### src/rtl/grid_clb_param.sv
// grid_clb_param: parametrised CLB tile with N BLEs (K-LUT plus optional flop),
// a per-LUT-input local crossbar and a serial configuration chain with a
// load-length counter that reports when a complete bitstream has been shifted in.
module grid_clb_param #(
  parameter int N = 4,
  parameter int K = 4,
  parameter int I = 10
) (
  input  logic         clk,
  input  logic         reset,
  input  logic         prog_en,
  input  logic         ccff_head,
  input  logic [I-1:0] clb_I,
  input  logic         clb_en,
  output logic [N-1:0] clb_O,
  output logic         ccff_tail,
  output logic         cfg_valid
);

  localparam int SELW     = $clog2(I + N);
  localparam int LUTW     = 1 << K;
  localparam int BLE_BITS = LUTW + K * SELW + 1;
  localparam int CFG_BITS = N * BLE_BITS;
  localparam int CNTW     = $clog2(CFG_BITS + 1);
  localparam int SRCW     = 1 << SELW;
  localparam int RMOFS    = LUTW + K * SELW;

  logic [CFG_BITS-1:0] cfg_q, cfg_d;
  logic [CNTW-1:0]     cnt_q, cnt_d;
  logic                prog_en_q, prog_en_d;
  logic [N-1:0]        ff_q, ff_d;

  logic [N-1:0]        reg_mode;
  logic [N-1:0]        lut_out;
  logic [N-1:0]        ble_out;
  logic [SRCW-1:0]     src;
  logic [K-1:0]        lut_idx;
  logic [LUTW-1:0]     truth_v;
  logic [SELW-1:0]     sel_v;

  // BLE evaluation: crossbar, LUT lookup and output select for every BLE.
  // Feedback is resolved by N unrolled passes instead of a structural loop:
  // a loop-free bitstream has combinational depth below N, so the last pass
  // holds the settled values.
  always_comb begin
    reg_mode = '0;
    for (int unsigned j = 0; j < N; j++) begin
      reg_mode[j] = cfg_q[j * BLE_BITS + RMOFS];
    end
    lut_out = '0;
    lut_idx = '0;
    truth_v = '0;
    sel_v   = '0;
    src     = '0;
    ble_out = ff_q & reg_mode;
    for (int unsigned pass = 0; pass < N; pass++) begin
      src = '0;
      src[I+N-1:0] = {ble_out, clb_I};
      for (int unsigned j = 0; j < N; j++) begin
        for (int unsigned k = 0; k < K; k++) begin
          sel_v      = cfg_q[j * BLE_BITS + LUTW + k * SELW +: SELW];
          lut_idx[k] = src[sel_v];
        end
        truth_v    = cfg_q[j * BLE_BITS +: LUTW];
        lut_out[j] = truth_v[lut_idx];
      end
      ble_out = (ff_q & reg_mode) | (lut_out & ~reg_mode);
    end
  end

  // Next-state for config chain, load counter and user flops.
  always_comb begin
    cfg_d     = cfg_q;
    cnt_d     = cnt_q;
    prog_en_d = prog_en;
    ff_d      = ff_q;
    if (prog_en) begin
      cfg_d = {cfg_q[CFG_BITS-2:0], ccff_head};
      if (!prog_en_q) begin
        cnt_d = CNTW'(1);
      end else if (cnt_q != CNTW'(CFG_BITS)) begin
        cnt_d = cnt_q + CNTW'(1);
      end
    end else if (clb_en) begin
      ff_d = lut_out;
    end
  end

  // State registers with asynchronous reset.
  always_ff @(posedge clk or posedge reset) begin
    if (reset) begin
      cfg_q     <= '0;
      cnt_q     <= '0;
      prog_en_q <= 1'b0;
      ff_q      <= '0;
    end else begin
      cfg_q     <= cfg_d;
      cnt_q     <= cnt_d;
      prog_en_q <= prog_en_d;
      ff_q      <= ff_d;
    end
  end

  assign clb_O     = prog_en ? '0 : ble_out;
  assign ccff_tail = cfg_q[CFG_BITS-1];
  assign cfg_valid = (cnt_q == CNTW'(CFG_BITS)) && !prog_en_q;

endmodule

### config.mk
export PLATFORM = sky130hd
export DESIGN_NAME = grid_clb_param
export DESIGN_NICKNAME = d
export VERILOG_FILES = /design/src/rtl/grid_clb_param.sv
export SDC_FILE = /design/constraint.sdc
export NUM_CORES = 1
export LEC_CHECK = 0
export ABC_AREA = 1
export CORE_MARGIN = 8
export CORE_UTILIZATION = 24
export DETAILED_ROUTE_END_ITERATION = 7
export GPL_TIMING_DRIVEN = 1
export SLEW_MARGIN = 20
export SYNTH_ARGS = -nofsm -noshare
export SYNTH_HDL_FRONTEND = slang
export SYNTH_SLANG_ARGS = --single-unit
### constraint.sdc
create_clock -name clk -period 6.5 [get_ports clk]
set_input_delay 0.975 -clock clk [delete_from_list [all_inputs] [get_ports clk]]
set_output_delay 0.975 -clock clk [all_outputs]
set_load 0.1 [all_outputs]
==> results of run 1 <==
[state kept, by name, summed over array words and instances, names as in the netlist]
name       count
cnt_q          8
ff_q           4
cfg_q        132
prog_en_q      1
[cell usage after synthesis]
| cell | n |
|---|---|
| a211oi_1 | 1 |
| a21oi_1 | 75 |
| a21oi_2 | 15 |
| a31oi_1 | 14 |
| a31oi_2 | 1 |
| and2_1 | 2 |
| buf_1 | 6 |
| buf_2 | 40 |
| buf_4 | 21 |
| buf_6 | 20 |
| clkbuf_1 | 32 |
| clkinv_1 | 6 |
| clkinv_2 | 1 |
| dfrtp_1 | 145 |
| ha_1 | 2 |
| inv_1 | 123 |
| inv_2 | 62 |
| nand2_1 | 708 |
| nand2_2 | 32 |
| nand2_4 | 26 |
| nand3_1 | 506 |
| nand3_2 | 17 |
| nand3_4 | 7 |
| nand3b_1 | 10 |
| nand3b_2 | 1 |
| nand4_1 | 1 |
| nor2_1 | 54 |
| nor2_2 | 6 |
| nor2_4 | 2 |
| nor3_1 | 9 |
| nor4_1 | 1 |
| o211ai_1 | 43 |
| o21a_1 | 1 |
| o21ai_0 | 124 |
| o21ai_1 | 45 |
| o21ai_2 | 2 |
| o21ai_4 | 1 |
| o311ai_1 | 1 |
| o41ai_1 | 1 |
| or2_2 | 2 |
[layer usage]
metal / GRT usage, % / routed length, µm / up-vias
met4: 6.86 / 2200 / 0
met5: 0 / 0 / -
met3: 3.06 / 4750 / 154
li1: - / - / 7929
met2: 27.5 / 25600 / 780
met1: 23.2 / 24100 / 7935
[what timing repair did]
item | in CTS | in global routing
gates cloned | 21 | 1
resized for setup | 310 | 109
endpoints found under the setup margin | 4 | 5
buffers inserted | 103 | 11
pin swaps | 191 | 100
[metrics by stage]
step	setup TNS (ns)	setup slack, ns	utilization [%]	std cells	hold slack (ns)
2_1_floorplan	0	0.0771	-	2166	0.449
3_3_place_gp	-7.22	-1.54	29.5	3103	0.470
3_5_place_dp	-6.67	-1.48	29.5	3103	0.473
4_1_cts	-2.81	-0.611	34.6	3258	0.490
5_1_grt	-5.05	-1.02	35.6	3270	0.547
6_report	-3.35	-0.704	35.6	3270	0.489
[layout make-up]
type	count	area, µm²	share of cell area (%)
multi-input combinational	1728	9750	49.6
timing repair buffer	425	3930	20.0
tap	748	936	4.77
clock buffer	18	439	2.24
clock inverter	14	211	1.08
inverter	192	744	3.79
sequential	145	3630	18.5
[power by group through the flow]
stage,logic (µW),clock network (µW),registers (µW)
CTS,5000,1150,1250
detailed placement,3990,0,1260
global placement,3990,0,1260
finish,5400,1120,1260
floorplan,2380,0,1200
global route,5750,1180,1280
[worst max path at each step]
stage                     from       end  slack [ns]  depth (start not counted)
finish                clb_I[4]  clb_O[0]       -0.70                         52
floorplan           cfg_q[131]  clb_O[3]        0.08                         36
detailed placement    clb_I[9]  clb_O[3]       -1.48                         47
CTS                   clb_I[1]  clb_O[2]       -0.61                         49
global route          clb_I[4]  clb_O[3]       -1.02                         52
global placement      clb_I[9]  clb_O[3]       -1.54                         47
[cell families after synthesis]
kind of cell / count (synthesis)
AO/OA/AOI/OAI: 324
adder cells (fa/ha/maj): 2
buffers and inverters: 311
flip-flops: 145
AND/OR/NAND/NOR: 1384
[worst reg2reg max path, delay by kind of cell (launching register included)]
family                 cells  cell delay, ns
DFF                        1            0.39
and+or+nand+nor           39            3.40
buffers and inverters     23            2.86
AOI/OAI and AO/OA          2            0.25
==> report_table.html, run 1 <==
<table>
<tr><th>Metric</th><th>Value</th></tr>
<tr><th colspan="2">Power and ir drop</th></tr>
<tr><td>Worst supply voltage drop on vdd</td><td>approximately 0.20 mV</td></tr>
<tr><td>Net switching power figure</td><td>around 3700 µW</td></tr>
<tr><td>Net Sw Frac</td><td>around 48%</td></tr>
<tr><td>Cell leakage power</td><td>0.00910 µW</td></tr>
<tr><td>Power density of the placed cells</td><td>between 300 and 400 nW/µm²</td></tr>
<tr><td>Proportion of power drawn by the clock network</td><td>between 10 and 15%</td></tr>
<tr><td>Overall power</td><td>about 7800 µW</td></tr>
<tr><td>Gate power share</td><td>69.4%</td></tr>
<tr><td>Portion of total power attributed to sequential cells</td><td>between 10% and 20%</td></tr>
<tr><td>Total internal power</td><td>4040 µW</td></tr>
<tr><th colspan="2">Synth</th></tr>
<tr><td>Cell area after synthesis</td><td>between 10000 and 15000 µm²</td></tr>
<tr><td>FF+latch count, synth</td><td>roughly 150</td></tr>
<tr><td>Largest family of logic cells by synthesized area</td><td>simple AND/OR/NAND/NOR gates</td></tr>
<tr><td>Post-synthesis share of cell area spent on and, or, nand and nor gates</td><td>a little under half</td></tr>
<tr><td>Dominant cell type by area after synthesis</td><td>dfrtp_1</td></tr>
<tr><td>Synthesized-area fraction occupied by xor and xnor cells</td><td>0%</td></tr>
<tr><td>Compound-Gate Fraction of Synth Area</td><td>13.8%</td></tr>
<tr><td>Share of the synthesized area in the top cell type</td><td>a little over a quarter</td></tr>
<tr><td>Cells after synthesis</td><td>2166</td></tr>
<tr><td>Fraction of synthesized area in multiplexers</td><td>0%</td></tr>
<tr><td>Post-synthesis sequential area ratio</td><td>27.2%</td></tr>
<tr><td>Synthesized-area fraction occupied by adder cells</td><td>less than 1%</td></tr>
<tr><td>Average instance area after synthesis</td><td>6.16 µm²</td></tr>
<tr><td>Yosys warning count</td><td>0</td></tr>
<tr><td>Top post-synthesis cells by area</td><td>dfrtp_1 (27%), nand2_1 (20%), nand3_1 (19%)</td></tr>
<tr><td>Number of nets in the synthesized netlist</td><td>roughly 2200</td></tr>
<tr><td>Distinct cells, synth</td><td>40</td></tr>
<tr><th colspan="2">CTS</th></tr>
<tr><td>H-tree depth</td><td>4</td></tr>
<tr><td>CTS sink cnt</td><td>between 100 and 150</td></tr>
<tr><td>Number of buffers inserted during clock tree synthesis</td><td>17</td></tr>
<tr><td>Clock-pin slew on the worst setup and hold paths</td><td>around 0.06 ns</td></tr>
<tr><td>Hold Buf Count CTS</td><td>0</td></tr>
<tr><td>Later-pin clock latency in the skew report</td><td>between 0.4 and 0.5 ns</td></tr>
<tr><td>CTS tree</td><td>built</td></tr>
<tr><td>Deepest clock path buffer count</td><td>2</td></tr>
<tr><td>Library cell used as clock root buffer</td><td>clkbuf_16</td></tr>
<tr><th colspan="2">Status</th></tr>
<tr><td>Violated checks</td><td>design-rule violations, negative setup slack</td></tr>
<tr><td>Run status</td><td>finished, violations left</td></tr>
<tr><th colspan="2">Min path</th></tr>
<tr><td>Hold Path Sink</td><td>ff_q[2]</td></tr>
<tr><td>Tightest Hold Check Type</td><td>reg -&gt; reg</td></tr>
<tr><td>Beginning of the worst hold path</td><td>ff_q[2]</td></tr>
<tr><td>Number of cells on the worst hold path</td><td>2</td></tr>
<tr><th colspan="2">STA</th></tr>
<tr><td>Slew @ Worst Pin</td><td>~0.99 ns</td></tr>
<tr><td>Worst setup skew after layout</td><td>around 0.0092 ns</td></tr>
<tr><td>Number of pins with negative max-slew slack in the final report</td><td>0</td></tr>
<tr><td>Final Hold Violating Endpoints</td><td>0</td></tr>
<tr><td>Highest clock frequency the design can meet</td><td>0.139 GHz</td></tr>
<tr><td>Worst Setup Slack, final</td><td>-0.704 ns</td></tr>
<tr><td>Relative slew margins</td><td>33.8%</td></tr>
<tr><td>RSZ-0062 raised after global routing</td><td>yes</td></tr>
<tr><td>Setup violations, final</td><td>5</td></tr>
<tr><td>Time the worst path needs with I/O delays and setup</td><td>just over 7 ns</td></tr>
<tr><td>Share of the cycle needed by the critical path after routing</td><td>111%</td></tr>
<tr><th colspan="2">Placement</th></tr>
<tr><td>Buffers on Ports</td><td>20</td></tr>
<tr><td>Detailed Place HPWL</td><td>37000 µm</td></tr>
<tr><td>Global placer's final weighted congestion</td><td>about 0.95</td></tr>
<tr><td>Area after detailed placement</td><td>16200 µm²</td></tr>
<tr><th colspan="2">Worst setup path</th></tr>
<tr><td>Library cell contributing the largest single delay on the critical path</td><td>o21ai_4</td></tr>
<tr><td>Crit Reg-Reg Startpoint</td><td>cfg_q[131]</td></tr>
<tr><td>Critical path's most frequent cell</td><td>nand3_2</td></tr>
<tr><td>Worst Reg-to-Reg Cells</td><td>64</td></tr>
<tr><td>Type of the worst setup path</td><td>in -&gt; out</td></tr>
<tr><td>Data arrival time at the worst-slack endpoint</td><td>between 6 and 7 ns</td></tr>
<tr><td>CP peak stage delay</td><td>about 0.22 ns</td></tr>
<tr><td>Internal reg-to-reg setup slack</td><td>-0.52 ns</td></tr>
<tr><td>Highest net fanout along the worst path</td><td>8</td></tr>
<tr><td>Buf+Inv Stages, Crit Path</td><td>11</td></tr>
<tr><td>Worst Path Required</td><td>about 5.5 ns</td></tr>
<tr><td>Worst r2r dst</td><td>ff_q[0]</td></tr>
<tr><td>Nature of the critical path endpoint</td><td>primary output</td></tr>
<tr><td>Family of cells with the greatest summed delay on the critical path</td><td>simple AND/OR/NAND/NOR gates</td></tr>
<tr><td>Critical Path Start Type</td><td>input pin</td></tr>
<tr><th colspan="2">Detailed routing</th></tr>
<tr><td>Total iterations of the first detailed-routing run</td><td>8</td></tr>
<tr><td># DRC</td><td>3</td></tr>
<tr><td>Total wire length after detailed routing</td><td>approximately 57000 µm</td></tr>
<tr><td>Number of violations reported at the end of detailed-routing iteration 0</td><td>1972</td></tr>
<tr><td>Post-route ant nets</td><td>0</td></tr>
<tr><td>Vias</td><td>16800</td></tr>
<tr><td>Routed length per placed instance</td><td>~17 µm</td></tr>
<tr><td>Vias per cell</td><td>between 5 and 6</td></tr>
<tr><th colspan="2">Floorplan</th></tr>
<tr><td>Starting Density</td><td>24.2%</td></tr>
<tr><td>Area inside the core boundary</td><td>~55000 µm²</td></tr>
<tr><td>Die X-Extent</td><td>252 µm</td></tr>
<tr><td>Die area</td><td>roughly 63000 µm²</td></tr>
<tr><td>Ports</td><td>21</td></tr>
<tr><td>Cell Rows</td><td>86</td></tr>
<tr><td>Die boundary height</td><td>252 µm</td></tr>
<tr><th colspan="2">Global route</th></tr>
<tr><td>All-layer global routing usage</td><td>17.4%</td></tr>
<tr><td>Vias in the first global route</td><td>approximately 16000</td></tr>
<tr><td>Global-route wire length before repair</td><td>approximately 90000 µm</td></tr>
<tr><td>Antenna violations before repair</td><td>0</td></tr>
<tr><td>Pin count of the biggest net entering global routing</td><td>92</td></tr>
<tr><td>Remaining Overflow, GRT</td><td>0</td></tr>
<tr><th colspan="2">Flow run</th></tr>
<tr><td>Reported max-cap violation count</td><td>0</td></tr>
<tr><th colspan="2">Cells and area</th></tr>
<tr><td>Final standard cell area without fillers</td><td>roughly 20000 µm²</td></tr>
<tr><td>Fraction of layout cells with a size suffix above 1</td><td>roughly a third</td></tr>
<tr><td>Most common cell after layout, fill and taps aside</td><td>nand2_1</td></tr>
<tr><td>Number of antenna cells inserted</td><td>0</td></tr>
<tr><td>Fill cell instance count of the final layout</td><td>5814</td></tr>
<tr><td>Relative area change from synthesis to final layout</td><td>47.1%</td></tr>
<tr><td>Most frequent cells in the layout</td><td>nand2_1 (641), nand3_1 (387), buf_4 (333), dfrtp_1 (145), nand3_2 (128)</td></tr>
<tr><td>Net count of the finished layout</td><td>between 2000 and 3000</td></tr>
</table>
(Power assumes the default switching activity.)
==> run 2: changes to the inputs <==
Settings changed: CTS_CLUSTER_SIZE set to 10.
==> results of run 2 <==
No change in the layout: final DEF, timing and power equal those of run 1.
==> run 3: changes to the inputs <==
Settings changed: CAP_MARGIN set to 15, CORE_UTILIZATION 24 to 65, PLACE_DENSITY set to 0.82, REMOVE_ABC_BUFFERS set to 1.
==> report_table.html, run 3 <==
<table>
<tr><th>Metric</th><th>Value</th></tr>
<tr><th colspan="2">Synth</th></tr>
<tr><td>Top post-synthesis cells by area</td><td>dfrtp_1 (27%), nand2_1 (20%), nand3_1 (19%) (unchanged)</td></tr>
<tr><td>Distinct cells, synth</td><td>40 (unchanged)</td></tr>
<tr><td>FF+latch count, synth</td><td>145 (unchanged)</td></tr>
<tr><td>Share of the synthesized area in the top cell type</td><td>27.2% (unchanged)</td></tr>
<tr><td>EDFF count, synth</td><td>0 (unchanged)</td></tr>
<tr><td>Average instance area after synthesis</td><td>6.16 µm² (unchanged)</td></tr>
<tr><td>Cell types with the highest counts after synthesis</td><td>nand2_1 (708), nand3_1 (506), dfrtp_1 (145) (unchanged)</td></tr>
<tr><td>Dominant cell type by area after synthesis</td><td>dfrtp_1 (unchanged)</td></tr>
<tr><td>Post-synthesis sequential area ratio</td><td>27.2% (unchanged)</td></tr>
<tr><td>Yosys warning count</td><td>0 (unchanged)</td></tr>
<tr><td>Most common cell in the netlist</td><td>nand2_1 (unchanged)</td></tr>
<tr><td>Primary FF master, synth</td><td>dfrtp_1 (unchanged)</td></tr>
<tr><td>Fraction of synthesis flops using an asynchronous set or reset pin</td><td>100% (unchanged)</td></tr>
<tr><td>Cell area after synthesis</td><td>13400 µm² (unchanged)</td></tr>
<tr><td>Cells after synthesis</td><td>2166 (unchanged)</td></tr>
<tr><th colspan="2">Status</th></tr>
<tr><td>Log Error</td><td>[ERROR GRT-0232] Routing congestion too high. Check the congestion heatmap in the GUI.</td></tr>
<tr><td>Exit stage</td><td>5_1_grt</td></tr>
<tr><td>Run status</td><td>aborted with a tool error (was finished, violations left)</td></tr>
<tr><th colspan="2">Floorplan</th></tr>
<tr><td>Die boundary height</td><td>159 µm (was 252 µm)</td></tr>
<tr><td>Cell Rows</td><td>52 (was 86)</td></tr>
<tr><td>Die X-Extent</td><td>159 µm (was 252 µm)</td></tr>
<tr><td>Ports</td><td>21 (unchanged)</td></tr>
<tr><td>Starting Density</td><td>66.2% (was 24.2%)</td></tr>
<tr><th colspan="2">Placement</th></tr>
<tr><td>Placed insts</td><td>2552 (was 3103)</td></tr>
<tr><td>Detailed Place HPWL</td><td>33700 µm (was 37000 µm)</td></tr>
<tr><td>Buffers on Ports</td><td>20 (unchanged)</td></tr>
<tr><td>Worst slack after detailed placement</td><td>-1.27 ns (was -1.48 ns)</td></tr>
<tr><td>Global placer's final weighted congestion</td><td>1.03 (was 0.948)</td></tr>
<tr><th colspan="2">STA</th></tr>
<tr><td>Worst Endpoint after GRT Repair</td><td>clb_O[1]</td></tr>
<tr><td>Worst endpoint type</td><td>output port</td></tr>
<tr><th colspan="2">CTS</th></tr>
<tr><td>Deepest clock path buffer count</td><td>2 (unchanged)</td></tr>
<tr><td>CTS sink cnt</td><td>145 (unchanged)</td></tr>
<tr><td>H-tree depth</td><td>4 (unchanged)</td></tr>
<tr><td>Hold Buf Count CTS</td><td>0 (unchanged)</td></tr>
<tr><td>Library cell used as clock root buffer</td><td>clkbuf_16 (unchanged)</td></tr>
<tr><td>Number of buffers inserted during clock tree synthesis</td><td>17 (unchanged)</td></tr>
<tr><th colspan="2">Global route</th></tr>
<tr><td>Pin count of the biggest net entering global routing</td><td>101</td></tr>
<tr><td>All-layer global routing usage</td><td>about three quarters</td></tr>
<tr><td>Remaining Overflow, GRT</td><td>53</td></tr>
</table>
==> run 3: cells by family after synthesis <==
family,Yosys count,share of synthesized area (%)
AO/OA/AOI/OAI,324,13.8
AND/OR/NAND/NOR,1384,48.0
adder cells (fa/ha/maj),2,0.187
flip-flops,145,27.2
buffers and inverters,311,10.8
==> run 3: stage by stage <==
stage / hold slack (ns) / utilization, % / cell area [µm²]
floorplan: 0.449 / - / 12600
detailed placement: 0.480 / 74.4 / 15000
global placement: 0.474 / 74.4 / 15000
CTS: 0.497 / 88.2 / 17800
==> run 3: timing repair <==
action                                  in CTS
gates resized for setup                    321
endpoints found under the setup margin       4
gates cloned                                21
pin swaps                                  141
buffers inserted                           106
==> run 3: routing by layer <==
metal	GRT overflow	track usage, %
met5	0	39.8
met4	21	73.8
met3	1	66.2
met2	31	86.7
met1	0	70.4
==> run 4: changes to the inputs <==
Settings changed: CORE_UTILIZATION 65 to 40, CTS_CLUSTER_SIZE 10 to not set, PLACE_DENSITY 0.82 to not set, PLACE_DENSITY_LB_ADDON set to 0.15.
==> report_table.html, run 4 (synthesis gave the netlist of run 1 again) <==
<table>
<tr><th>Metric</th><th>Value</th></tr>
<tr><th colspan="2">Global route</th></tr>
<tr><td>Vias in the first global route</td><td>approximately 17000</td></tr>
<tr><td>Global-route wire length before repair</td><td>92400 µm</td></tr>
<tr><td>Remaining Overflow, GRT</td><td>0</td></tr>
<tr><td>Global routing usage on met1</td><td>between 30% and 40%</td></tr>
<tr><td>Peak-usage layer in the global routing report</td><td>met2</td></tr>
<tr><td>Pin count of the biggest net entering global routing</td><td>87</td></tr>
<tr><td>Antenna violations before repair</td><td>1</td></tr>
<tr><td>Global routing usage on met2</td><td>a little under 50%</td></tr>
<tr><td>All-layer global routing usage</td><td>between 20 and 30%</td></tr>
<tr><td>GR met3 Demand/Resource</td><td>5.46%</td></tr>
<tr><th colspan="2">Detailed routing</th></tr>
<tr><td>Routed length per placed instance</td><td>approximately 20 µm</td></tr>
<tr><td>Post-route ant nets</td><td>0</td></tr>
<tr><td>Total wire length after detailed routing</td><td>about 62000 µm</td></tr>
<tr><td># DRC</td><td>0</td></tr>
<tr><td>Number of violations reported at the end of detailed-routing iteration 0</td><td>~1900</td></tr>
<tr><td>Vias</td><td>roughly 17000</td></tr>
<tr><td>Total iterations of the first detailed-routing run</td><td>7</td></tr>
<tr><td>Vias per cell</td><td>between 5 and 6</td></tr>
<tr><th colspan="2">CTS</th></tr>
<tr><td>CTS tree</td><td>built</td></tr>
<tr><td>Library cell used as clock root buffer</td><td>clkbuf_16 (unchanged)</td></tr>
<tr><td>Deepest clock path buffer count</td><td>2 (unchanged)</td></tr>
<tr><td>Clock-pin slew on the worst setup and hold paths</td><td>around 0.060 ns</td></tr>
<tr><td>Hold Buf Count CTS</td><td>0 (unchanged)</td></tr>
<tr><td>CTS sink cnt</td><td>145 (unchanged)</td></tr>
<tr><td>H-tree depth</td><td>4 (unchanged)</td></tr>
<tr><td>Number of buffers inserted during clock tree synthesis</td><td>17 (unchanged)</td></tr>
<tr><td>Later-pin clock latency in the skew report</td><td>0.47 ns</td></tr>
<tr><th colspan="2">Worst setup path</th></tr>
<tr><td>Highest net fanout along the worst path</td><td>5</td></tr>
<tr><td>Nature of the critical path endpoint</td><td>primary output</td></tr>
<tr><td>CP peak stage delay</td><td>0.31 ns</td></tr>
<tr><td>Critical Path Start Type</td><td>input pin</td></tr>
<tr><td>Buf+Inv Stages, Crit Path</td><td>11</td></tr>
<tr><td>Library cell contributing the largest single delay on the critical path</td><td>a31oi_2</td></tr>
<tr><td>Worst Path Required</td><td>5.52 ns</td></tr>
<tr><td>Critical path's most frequent cell</td><td>nand3_2</td></tr>
<tr><td>Type of the worst setup path</td><td>in -&gt; out</td></tr>
<tr><td>Family of cells with the greatest summed delay on the critical path</td><td>simple AND/OR/NAND/NOR gates</td></tr>
<tr><td>Data arrival time at the worst-slack endpoint</td><td>6.35 ns</td></tr>
<tr><th colspan="2">Flow run</th></tr>
<tr><td>Reported max-cap violation count</td><td>0</td></tr>
<tr><th colspan="2">STA</th></tr>
<tr><td>Setup violations, final</td><td>4</td></tr>
<tr><td>Share of the cycle needed by the critical path after routing</td><td>113%</td></tr>
<tr><td>Time the worst path needs with I/O delays and setup</td><td>7.33 ns</td></tr>
<tr><td>Hold WS</td><td>a little over 0.5 ns</td></tr>
<tr><td>Total Negative Setup Slacks</td><td>-3.24 ns</td></tr>
<tr><td>Highest clock frequency the design can meet</td><td>about 0.14 GHz</td></tr>
<tr><td>Worst setup skew after layout</td><td>roughly 0.019 ns</td></tr>
<tr><td>Relative slew margins</td><td>a little over a third</td></tr>
<tr><td>Worst Setup Slack, final</td><td>-0.829 ns</td></tr>
<tr><td>RSZ-0062 raised after global routing</td><td>yes</td></tr>
<tr><td>Number of pins with negative max-slew slack in the final report</td><td>0</td></tr>
<tr><td>Final Hold Violating Endpoints</td><td>0</td></tr>
<tr><td>Slew @ Worst Pin</td><td>around 0.97 ns</td></tr>
<tr><th colspan="2">Power and ir drop</th></tr>
<tr><td>Worst supply voltage drop on vdd</td><td>0.234 mV</td></tr>
<tr><td>Power density of the placed cells</td><td>between 400 and 500 nW/µm²</td></tr>
<tr><td>Net switching power figure</td><td>4010 µW</td></tr>
<tr><td>Total internal power</td><td>4210 µW</td></tr>
<tr><td>Proportion of power drawn by the clock network</td><td>~14%</td></tr>
<tr><td>Cell leakage power</td><td>between 0.009 and 0.01 µW</td></tr>
<tr><td>Portion of total power attributed to sequential cells</td><td>about 15%</td></tr>
<tr><td>Net Sw Frac</td><td>between 40 and 50%</td></tr>
<tr><td>Gate power share</td><td>about 71%</td></tr>
<tr><th colspan="2">Floorplan</th></tr>
<tr><td>Area inside the core boundary</td><td>approximately 33000 µm²</td></tr>
<tr><td>Starting Density</td><td>40.2% (was 66.2%)</td></tr>
<tr><td>Cell Rows</td><td>67 (was 52)</td></tr>
<tr><td>Ports</td><td>21 (unchanged)</td></tr>
<tr><td>Die X-Extent</td><td>199 µm (was 159 µm)</td></tr>
<tr><td>Die boundary height</td><td>199 µm (was 159 µm)</td></tr>
<tr><td>Die area</td><td>just under 40000 µm²</td></tr>
<tr><th colspan="2">Cells and area</th></tr>
<tr><td>Most frequent cells in the layout</td><td>nand2_1 (599), buf_4 (368), nand3_1 (338), nand3_2 (178), dfrtp_1 (145)</td></tr>
<tr><td>Fill cell instance count of the final layout</td><td>3053</td></tr>
<tr><td>Fraction of layout cells with a size suffix above 1</td><td>between 40% and 50%</td></tr>
<tr><td>Number of flip-flops under the largest register name</td><td>roughly 130</td></tr>
<tr><td>Relative area change from synthesis to final layout</td><td>51.9%</td></tr>
<tr><td>Final core utilization</td><td>between 60% and 70%</td></tr>
<tr><td>Biggest register</td><td>cfg_q</td></tr>
<tr><td>Final standard cell area without fillers</td><td>roughly 20000 µm²</td></tr>
<tr><td>Most common cell after layout, fill and taps aside</td><td>nand2_1</td></tr>
<tr><td>Net count of the finished layout</td><td>approximately 2600</td></tr>
<tr><td>Registers with the most flip-flops</td><td>cfg_q x132, cnt_q x8, ff_q x4</td></tr>
<tr><th colspan="2">Min path</th></tr>
<tr><td>Tightest Hold Check Type</td><td>reg -&gt; reg</td></tr>
<tr><th colspan="2">Placement</th></tr>
<tr><td>Area after detailed placement</td><td>16200 µm² (was 15000 µm²)</td></tr>
<tr><td>Global placer's final weighted congestion</td><td>0.969 (was 1.03)</td></tr>
<tr><td>Buffers on Ports</td><td>20 (unchanged)</td></tr>
<tr><td>Detailed Place HPWL</td><td>38700 µm (was 33700 µm)</td></tr>
<tr><th colspan="2">Status</th></tr>
<tr><td>Violated checks</td><td>negative setup slack</td></tr>
<tr><td>Run status</td><td>finished, violations left (was aborted with a tool error)</td></tr>
</table>
## run 4: metrics by stage
stage               worst slack [ns]  power [µW]  std cells
finish                        -0.829        8220       3019
global route                   -1.11        8610       3018
CTS                           -0.697        7470       2988
detailed placement             -1.62        5300       2847
global placement               -1.74        5290       2847
floorplan                     -0.867        3390       2047
## run 4: path summary, 6_finish.rpt
check | startpoint | to | slack [ns] | depth (start not counted)
hold reg to reg | ff_q[3] | ff_q[3] | 0.51 | 2
setup / recovery | clb_I[6] | clb_O[1] | -0.83 | 44
setup reg to reg | ff_q[2] | ff_q[0] | 0.54 | 50
hold / removal | ff_q[3] | ff_q[3] | 0.51 | 2
max in group asynchronous | reset | cfg_q[33] | 4.06 | 3
min in group asynchronous | reset | cfg_q[107] | 1.07 | 2
## run 4: worst reg2reg max path: cells and delay by family, from the launching register on
| kind | cells | cell delay, ns |
|---|---|---|
| AND/OR/NAND/NOR | 36 | 3.43 |
| buffers and inverters | 11 | 1.52 |
| flip-flops | 1 | 0.39 |
| AO/OA/AOI/OAI | 3 | 0.51 |
## run 4: area by class of cell
cell class	count	area, µm²	share of cell area, %
Multi-Input combinational cell	1728	10300	50.6
Timing Repair Buffer	474	4410	21.8
Clock inverter	11	211	1.04
Sequential cell	145	3630	17.9
Clock buffer	20	437	2.15
Tap cell	448	561	2.76
Inverter	192	769	3.80
Antenna cell	1	2.50	0.0123
## run 4: timing repair
| item | CTS | global route |
|---|---|---|
| gates cloned | 16 | 9 |
| endpoints found under the setup margin | 8 | 4 |
| resized for setup | 297 | 290 |
| pin swaps | 144 | 164 |
| setup buffers | 97 | 25 |
## run 4: per-layer routing
layer	vias up	share of wire, %
met5	-	0.026
met4	2	4.1
met3	210	8.5
met2	852	46
met1	8284	41
li1	8028	-
## run 4: power by group through the flow
stage / registers, µW / logic (µW) / clock network [µW]
after floorplan: 1250 / 2140 / 0
after global placement: 1230 / 4050 / 0
after detailed placement: 1230 / 4070 / 0
after CTS: 1220 / 5090 / 1170
after global routing: 1250 / 6170 / 1190
final: 1230 / 5840 / 1150
